## src/rtl/riscv_pkg.sv

```systemverilog
// Shared RV32I core constants and the fetch-stage state encoding.
package riscv_pkg;

    localparam logic [31:0] NOP_INSTR = 32'h0000_0013;
    localparam logic [31:0] RESET_PC  = 32'h0000_0000;

    typedef enum logic [1:0] {
        S_REQ  = 2'd0,
        S_WAIT = 2'd1,
        S_HOLD = 2'd2
    } fetch_state_e;

endpackage

```

## src/rtl/flopenr.sv

```systemverilog
// Enabled register with synchronous active-high reset to a fixed value.
module flopenr #(
    parameter int unsigned          WIDTH     = 32,
    parameter logic [WIDTH-1:0]     RESET_VAL = '0
) (
    input  logic             i_clk,
    input  logic             i_reset,
    input  logic             i_en,
    input  logic [WIDTH-1:0] i_d,
    output logic [WIDTH-1:0] o_q
);

    logic [WIDTH-1:0] r_q;

    always_ff @(posedge i_clk) begin
        if (i_reset) begin
            r_q <= RESET_VAL;
        end else if (i_en) begin
            r_q <= i_d;
        end
    end

    assign o_q = r_q;

endmodule

```

## src/rtl/fetch_unit.sv

```systemverilog
// RV32I fetch stage: owns the PC, keeps one imem request in flight and holds the
// returned word for decode; redirects squash any outstanding fetch.
module fetch_unit #(
    parameter logic [31:0] RESET_PC  = riscv_pkg::RESET_PC,
    parameter logic [31:0] NOP_INSTR = riscv_pkg::NOP_INSTR
) (
    input  logic        clk,
    input  logic        reset,
    output logic        imem_req_valid,
    input  logic        imem_req_ready,
    output logic [31:0] imem_addr,
    input  logic        imem_rsp_valid,
    input  logic [31:0] imem_rsp_data,
    input  logic        redirect_valid,
    input  logic [31:0] redirect_pc,
    output logic [31:0] instr,
    output logic [31:0] pc_out,
    output logic [31:0] pc_plus4,
    output logic        instr_valid,
    input  logic        instr_ready
);

    import riscv_pkg::*;

    fetch_state_e r_state, w_state_next;
    logic         r_kill, w_kill_next;
    logic         r_instr_valid, w_instr_valid_next;
    logic [31:0]  r_pc, w_pc_next;
    logic         w_pc_en;
    logic         w_capture;
    logic [31:0]  w_pc_inc;
    logic [31:0]  w_redirect_tgt;
    logic         w_unused_redirect_lo;

    assign w_redirect_tgt       = {redirect_pc[31:2], 2'b00};
    assign w_unused_redirect_lo = ^redirect_pc[1:0];
    assign w_pc_inc             = r_pc + 32'd4;

    always_comb begin
        w_state_next       = r_state;
        w_kill_next        = r_kill;
        w_instr_valid_next = r_instr_valid;
        w_pc_next          = r_pc;
        w_pc_en            = 1'b0;
        w_capture          = 1'b0;

        unique case (r_state)
            S_REQ: begin
                if (imem_req_ready) begin
                    w_state_next = S_WAIT;
                    // The accepted request targets the old pc, so its data must be dropped.
                    if (redirect_valid) w_kill_next = 1'b1;
                end
            end
            S_WAIT: begin
                if (imem_rsp_valid) begin
                    if (r_kill || redirect_valid) begin
                        w_kill_next  = 1'b0;
                        w_state_next = S_REQ;
                    end else begin
                        w_capture          = 1'b1;
                        w_instr_valid_next = 1'b1;
                        w_state_next       = S_HOLD;
                    end
                end else if (redirect_valid) begin
                    w_kill_next = 1'b1;
                end
            end
            S_HOLD: begin
                if (redirect_valid || instr_ready) begin
                    w_instr_valid_next = 1'b0;
                    w_state_next       = S_REQ;
                    if (!redirect_valid) begin
                        w_pc_en   = 1'b1;
                        w_pc_next = w_pc_inc;
                    end
                end
            end
            default: begin
                w_state_next = S_REQ;
            end
        endcase

        if (redirect_valid) begin
            w_pc_en   = 1'b1;
            w_pc_next = w_redirect_tgt;
        end
    end

    always_ff @(posedge clk) begin
        if (reset) begin
            r_state       <= S_REQ;
            r_kill        <= 1'b0;
            r_instr_valid <= 1'b0;
        end else begin
            r_state       <= w_state_next;
            r_kill        <= w_kill_next;
            r_instr_valid <= w_instr_valid_next;
        end
    end

    flopenr #(.WIDTH(32), .RESET_VAL(RESET_PC)) u_pc_reg (
        .i_clk   (clk),
        .i_reset (reset),
        .i_en    (w_pc_en),
        .i_d     (w_pc_next),
        .o_q     (r_pc)
    );

    flopenr #(.WIDTH(32), .RESET_VAL(NOP_INSTR)) u_instr_reg (
        .i_clk   (clk),
        .i_reset (reset),
        .i_en    (w_capture),
        .i_d     (imem_rsp_data),
        .o_q     (instr)
    );

    flopenr #(.WIDTH(32), .RESET_VAL(32'h0)) u_pc_out_reg (
        .i_clk   (clk),
        .i_reset (reset),
        .i_en    (w_capture),
        .i_d     (r_pc),
        .o_q     (pc_out)
    );

    flopenr #(.WIDTH(32), .RESET_VAL(32'h0)) u_pc_plus4_reg (
        .i_clk   (clk),
        .i_reset (reset),
        .i_en    (w_capture),
        .i_d     (w_pc_inc),
        .o_q     (pc_plus4)
    );

    assign imem_req_valid = (r_state == S_REQ) && !reset;
    assign imem_addr      = r_pc;
    assign instr_valid    = r_instr_valid;

endmodule

```

## config.mk

```make
export PLATFORM = sky130hd
export DESIGN_NAME = fetch_unit
export DESIGN_NICKNAME = d
export VERILOG_FILES = /design/src/rtl/riscv_pkg.sv /design/src/rtl/flopenr.sv /design/src/rtl/fetch_unit.sv
export SDC_FILE = /design/constraint.sdc
export NUM_CORES = 1
export LEC_CHECK = 0
export CAP_MARGIN = 25
export CORE_MARGIN = 2
export CORE_UTILIZATION = 50
export DETAILED_ROUTE_END_ITERATION = 10
export DONT_BUFFER_PORTS = 1
export SLEW_MARGIN = 20
export SYNTH_ARGS = -nofsm -noshare
export SYNTH_HDL_FRONTEND = slang
export SYNTH_HIERARCHICAL = 1
export SYNTH_SLANG_ARGS = --single-unit
```

## constraint.sdc

```tcl
create_clock -name clk -period 2.4 [get_ports clk]
set_clock_uncertainty 0.05 [all_clocks]
set_input_delay 0.6 -clock clk [delete_from_list [all_inputs] [get_ports clk]]
set_output_delay 0.6 -clock clk [all_outputs]
set_load 0.05 [all_outputs]
```

==> impl_metrics.ini, run 1 <==
[outcome]
status = finished clean

[timing]
finalCriticalPeriod_ns = 2.24
worst-slew-pin-transition_ns = 0.647
final_critical_path_setup_slack_ns = 0.157
fin_setup_tns_ns = 0
slew-limit-headroom_pct = 56.8
report.final.setup_viol = 0
report.final.hold_viol_count = 0
post-route-period-util_pct = 93.5
max_freq_mhz = 446
setup_repair_after_global_routing_missed_its_margin = false
slew_viol_final = 0

[cts]
ctsRootBufferMaster = clkbuf_16
cts_hold_buffers = 0
tritoncts = built
clk-insertion-delay-late_ns = 0.42
clock_tree.htree_level_count = 4
clk_pin_slew_worst_paths_ns = 0.06
tritoncts.num_buffers = 17
clock-sinks = 132
clockBufferDepth = 2

[logic_synthesis]
yosys.area_share.xor_xnor_pct = 7.56
post_synth.cell_area_avg_um2 = 9.43
yosysSeqAreaShare_pct = 41.5
syn-num-nets = 747
synth-compound-area-share_pct = 3.28
synth_area_um2 = 6370
synth_adder_area_share_pct = 0.196
synth_cell_type_count = 41
synth_area_leaders = dfxtp_1 41%, mux2i_1 20%, nor2_1 8.8%, xnor2_1 4.7%, buf_12 3.8%
synth.ff_latch_count = 132
synth_top_area_share_pct = 41.5
gate_count_after_technology_mapping = 676
synth_warnings = 6
yosys.area.top_type = dfxtp_1
share_of_synthesized_area_spent_on_multiplexers_pct = 20.1
synth_top_family_by_area = simple AND/OR/NAND/NOR gates
synth_simple_gate_area_share_pct = 20.3

[final_layout]
cell_area_after_layout_um2 = 7180
fin_util_pct = 57.3
fin_nets = 761
n_antenna_cell = 0
post_route_cells_drive_above_1_share_pct = 16.2
num-fill-cells = 1135
areaGrowthSynthToFinish_pct = 12.6

[power]
static-leakage-power_nw = 2.67
max-vdd-ir-drop_mv = 0.516
pwr_density_cell_nw_per_um2 = 760

[detailed_routing]
antenna_left = 0
tritonroute_pass_1_iters = 4
detailroute.via_count = 4678
wl_cell_um = 17.1
detail_route.vias_per_cell = 5.35
drc_errors = 0
wirelength_um = 14900
drtIter0Drc = 200

[run]
number_of_max_cap_violations = 0

[setup_path]
worst_ep_required_time_ns = 2.66
critPathSlowestCell = or4_4
worst-endpoint-arrival_ns = 2.50
crit_path_end_kind = flop
sequence_of_cells_on_the_critical_path = nand3_2 > or4_4 > nor4_2 > xnor2_1 > o21ai_1 > mux2i_1 > nor2_1
cp-start-kind = flop
rr_worst_depth = 7
setup_cp_type = reg2reg
critPathMaxStageDelay_ns = 0.71
worst-path-max-fanout = 13

[placed_design]
port_buf_inserts = 0
dp_hpwl_um = 10300
place_congestion = 0.774
dpl_cell_area_um2 = 6550
preCtsSetupSlack_ns = 0.148

[worst_hold_path]
worst_hold_path_type = in2reg
whs_path_depth = 1

[floorplanning]
initial_core_util_pct = 50.9
placement_rows = 41
die_h_um = 117
boundaryPins = 200
core_area_um2 = 12500
die_x_um = 117
floorplan.die_area_um2 = 13700

[grt]
grt_first_pass_wirelength_um = 22700
grt_overflow = 0
track_usage_pct = 21.5
antenna_found_initial = 0
grt_start_max_net_pins = 134
first_global_vias = 4531
[layer usage]
| metal | track usage [%] | routed length [µm] | part of all wire [%] | vias up |
|---|---|---|---|---|
| met5 | 0 | 0 | 0 | - |
| met2 | 34.7 | 7100 | 48 | 148 |
| met4 | 8.08 | 192 | 1.3 | 0 |
| met1 | 26.3 | 6370 | 43 | 2216 |
| met3 | 8.03 | 1270 | 8.5 | 14 |
| li1 | - | - | - | 2300 |
[flip-flops by register name, summed over array words and instances (netlist names)]
register / flops
u_pc_reg/o_q: 32
r_kill: 1
u_pc_plus4_reg/o_q: 32
instr_valid: 1
r_state: 2
u_pc_out_reg/o_q: 32
u_instr_reg/o_q: 32
[critical path: cells and delay by family (launching register included)]
| kind | cells | cell delay (ns) |
|---|---|---|
| mux | 1 | 0.13 |
| simple gates | 4 | 1.32 |
| compound gates | 1 | 0.07 |
| flops | 1 | 0.40 |
| xor+xnor | 1 | 0.16 |
[placed cells by master, fill, tap and decap left out, types with 3 or more instances in the layout]
cell type  count
clkbuf_8       3
nor3_1        10
xnor2_1       34
nor3_2         5
clkbuf_16     17
clkinv_4       5
inv_1          5
dfxtp_1      120
nand4_1       14
nor4_2         4
xor2_1        21
or2_2          5
nor2b_1        7
dfxtp_2       12
or4_4          3
buf_4         41
or3_1          4
nand2_1       47
buf_12         3
nand3_1        4
bufinv_16      3
nor2_1       149
o21ai_0       20
mux2i_1      128
o21ai_1        8
a211o_1        4
[where the power goes]
part	switching (mW)	internal, mW	leakage (nW)
Clock	0.959	1.72	0.303
Combinational	0.257	0.158	1.30
Sequential	0.120	2.24	1.07
Total	1.34	4.12	2.67
[path summary, 6_finish.rpt]
kind / startpoint / end / slack (ns)
max: u_pc_reg/o_q[4] / u_pc_reg/o_q[27] / 0.16
min: reset / u_pc_plus4_reg/o_q[27] / 0.22
max reg2reg: u_pc_reg/o_q[4] / u_pc_reg/o_q[27] / 0.16
min reg2reg: r_kill / r_kill / 0.46
[cell usage after synthesis]
cell type,number
o21ai_0,20
and4_1,2
buf_4,1
nand3b_1,1
mux2i_1,128
o21ai_1,9
nor2_1,149
nand3_2,2
nand2b_1,3
nand4_4,1
nor3b_1,1
nor2b_1,7
and3_1,1
or3_1,4
buf_12,12
dfxtp_1,132
inv_1,6
or4_1,1
a21oi_1,2
clkbuf_2,3
nand4b_1,1
and2_1,1
buf_2,5
or2_2,5
nor4_4,2
or4_4,2
nor3_2,5
o211a_1,1
clkbuf_1,23
xor2_1,21
nand4_1,14
nor4_2,4
a211o_1,4
o21ai_2,1
nand4_2,1
ha_1,1
xnor2_1,34
buf_6,5
nand2_1,47
nand3_1,4
nor3_1,10
[metrics by stage]
stage | std cells | hold slack [ns] | power, mW
2_1_floorplan | 676 | 0.416 | 2.79
3_3_place_gp | 843 | 0.424 | 2.82
3_5_place_dp | 843 | 0.455 | 2.83
4_1_cts | 875 | 0.196 | 5.51
5_1_grt | 875 | 0.195 | 5.65
6_report | 875 | 0.216 | 5.46
[repair_timing]
action                     CTS  global route
gates resized for setup      0             1
buffers inserted             0             0
setup endpoints to repair    0             3
[area by class of cell]
class                           instances  area [µm²]  area share, %
Tap cell                              172         215           3.00
Clock inverter                         11         151           2.11
Multi-Input combinational cell        489        3290           45.8
Inverter                                6        27.5          0.384
Timing Repair Buffer                   44         368           5.13
Clock buffer                           21         470           6.56
Sequential cell                       132        2660           37.0
[logic make-up (layout without fill, tap and decap cells)]
kind of cell	after synthesis	after routing
fa+ha+maj	1	1
simple gates	268	268
compound gates	37	37
mux	128	128
buf+inv	55	82
xor+xnor	55	55
flops	132	132
Power figures use the tool's default switching activity.
==> run 2, diff against run 1 <==
CAP_MARGIN = not set   (was 25)
==> results of run 2 <==
Same layout as run 1: the final DEF is identical, and so are final timing and power.
==> run 3, diff against run 2 <==
CORE_UTILIZATION = 56   (was 50)
PLACE_DENSITY = 0.71   (was not set)
==> run 3 against run 2 <==
Effect of this change: sequential share of layout area increased by 0.35 points; total power increased by 0.13%; via count up 1.9%; first-iteration DRC count increased by 56%; worst setup slack got worse by 0.027 ns; cell count is 3.9% lower; final area down 0.94%; clock power about the same; count of clock-buffer cells in the layout fell by 3; core utilization increased by 7.4 points; die area decreased by 10%; register-to-register slack worse by 0.03 ns.
==> impl_metrics.ini, run 3 (synthesis gave the netlist of run 1 again) <==
[cts]
clk-insertion-delay-late_ns = 0.41
clockBufferDepth = 2
clk_pin_slew_worst_paths_ns = 0.06
clock_tree.htree_level_count = 4
clock-sinks = 132
tritoncts = built
cts_hold_buffers = 0
tritoncts.num_buffers = 17
ctsRootBufferMaster = clkbuf_16

[floorplanning]
initial_core_util_pct = 58.0
placement_rows = 38
floorplan.die_area_um2 = 12200
core_area_um2 = 11000
die_h_um = 111
die_x_um = 111
boundaryPins = 200

[timing]
fin_hold_ws_ns = 0.208
report.final.hold_viol_count = 0
report.final.setup_viol = 0
slew-limit-headroom_pct = 57.3
max_freq_mhz = 440
fin_setup_tns_ns = 0
worst-slew-pin-transition_ns = 0.640
post-route-period-util_pct = 94.6
setup_repair_after_global_routing_missed_its_margin = false
slew_viol_final = 0
finalCriticalPeriod_ns = 2.27

[setup_path]
worst-path-max-fanout = 13
rr_worst_depth = 7
critical-path-top-cell-by-count = nor2_1
worst_ep_required_time_ns = 2.69
crit_path_end_kind = flop
regToRegSetupSlack_ns = 0.13
setup_cp_type = reg2reg
reg2reg_from = u_pc_reg/o_q[7]
cp-start-kind = flop
critPathMaxStageDelay_ns = 0.68
worst-endpoint-arrival_ns = 2.56
sequence_of_cells_on_the_critical_path = nand4_1 > or4_4 > or2_2 > nor2_1 > xor2_1 > mux2i_1 > nor2_1
critPathSlowestCell = or4_4
crit-reg2reg-capture = u_pc_plus4_reg/o_q[29]

[final_layout]
fin_nets = 759
commonest_non_fill_non_tap_cell_in_the_layout = nor2_1
post_route_cells_drive_above_1_share_pct = 16.4
cell_area_after_layout_um2 = 7110
areaGrowthSynthToFinish_pct = 11.6
layout.cells.most_common_list = 149 x nor2_1, 128 x mux2i_1, 120 x dfxtp_1, 47 x nand2_1, 40 x buf_4
n_antenna_cell = 0
num-fill-cells = 921
final_cell_count_no_fill = 841

[outcome]
status = finished clean

[detailed_routing]
detailroute.via_count = 4766
drtIter0Drc = 313
met3RoutedLength_um = 1030
antenna_left = 0
wl_cell_um = 18.3
wirelength_um = 15400
routed-wl-met2_um = 7750
route.top_layer_used = met4
detail_route.vias_per_cell = 5.67
tritonroute_pass_1_iters = 5
routed_length_on_met1_um = 6400
drc_errors = 0

[worst_hold_path]
hold_path_end = u_pc_reg/o_q[12]
whs_path_depth = 1
worst_hold_path_type = in2reg
hold_start = reset

[grt]
first_global_vias = 4766
grt_overflow = 0
grt_start_max_net_pins = 134
antenna_found_initial = 0
track_usage_pct = 25.1
grt_first_pass_wirelength_um = 25000

[placed_design]
dp_hpwl_um = 10700
placedCellCount = 809
place_congestion = 0.840
dpl_cell_area_um2 = 6490
port_buf_inserts = 0

[power]
pwr_density_cell_nw_per_um2 = 769
max-vdd-ir-drop_mv = 0.359
static-leakage-power_nw = 2.67

[run]
number_of_max_cap_violations = 0
run 3: cell count changes in the layout (fill, tap and decap cells not counted), sizes merged:
cell,delta
buf,-2
clkbuf,-3
clkinv,+1
clkinvlp,-1
inv,+3
run 3: metal layers:
metal	up-vias	GRT usage, %
met2	171	42.7
met4	0	9.33
li1	2286	-
met1	2287	29.8
met5	-	0
met3	22	8.04
run 3: critical path: cells and delay by family, from the launching register on:
kind,cells,cell delay (ns)
and+or+nand+nor,5,1.46
muxes,1,0.10
xor gates and xnor gates,1,0.20
DFF,1,0.38
run 3: power breakdown:
group	switching, mW	internal, mW	total [mW]
logic	0.268	0.159	0.427
registers	0.117	2.24	2.36
clock network	1.00	1.67	2.68
run 3: worst max path at each step:
stage,end,depth (start not counted),start
2_1_floorplan,u_pc_reg/o_q[29],8,u_pc_reg/o_q[6]
3_3_place_gp,u_pc_reg/o_q[16],8,u_pc_reg/o_q[2]
3_5_place_dp,u_pc_reg/o_q[14],8,u_pc_reg/o_q[2]
4_1_cts,u_pc_reg/o_q[14],8,u_pc_reg/o_q[2]
5_1_grt,u_pc_plus4_reg/o_q[27],7,u_pc_reg/o_q[7]
6_report,u_pc_plus4_reg/o_q[29],7,u_pc_reg/o_q[7]
run 3: layout make-up:
class                      instances  area [µm²]  share of cell area (%)
multi-input combinational        489        3300                    46.4
sequential                       132        2660                    37.4
clock buffer                      18         439                    6.18
timing repair buffer              42         340                    4.79
clock inverter                    14         175                    2.46
tap                              140         175                    2.46
inverter                           6        25.0                   0.352
run 3: timing repair:
action | CTS | global route
endpoints found under the hold margin | 0 | 0
gates resized for setup | 0 | 2
endpoints found under the setup margin | 0 | 5
setup buffers | 0 | 0
run 3: stage by stage:
stage / utilization (%) / total power, mW / setup WS, ns
finish: 64.7 / 5.46 / 0.129
global route: 64.7 / 5.65 / 0.0214
CTS: 64.7 / 5.50 / 0.0921
detailed placement: 59.1 / 2.83 / 0.107
global placement: 59.1 / 2.82 / 0.136
floorplan: - / 2.79 / -0.121
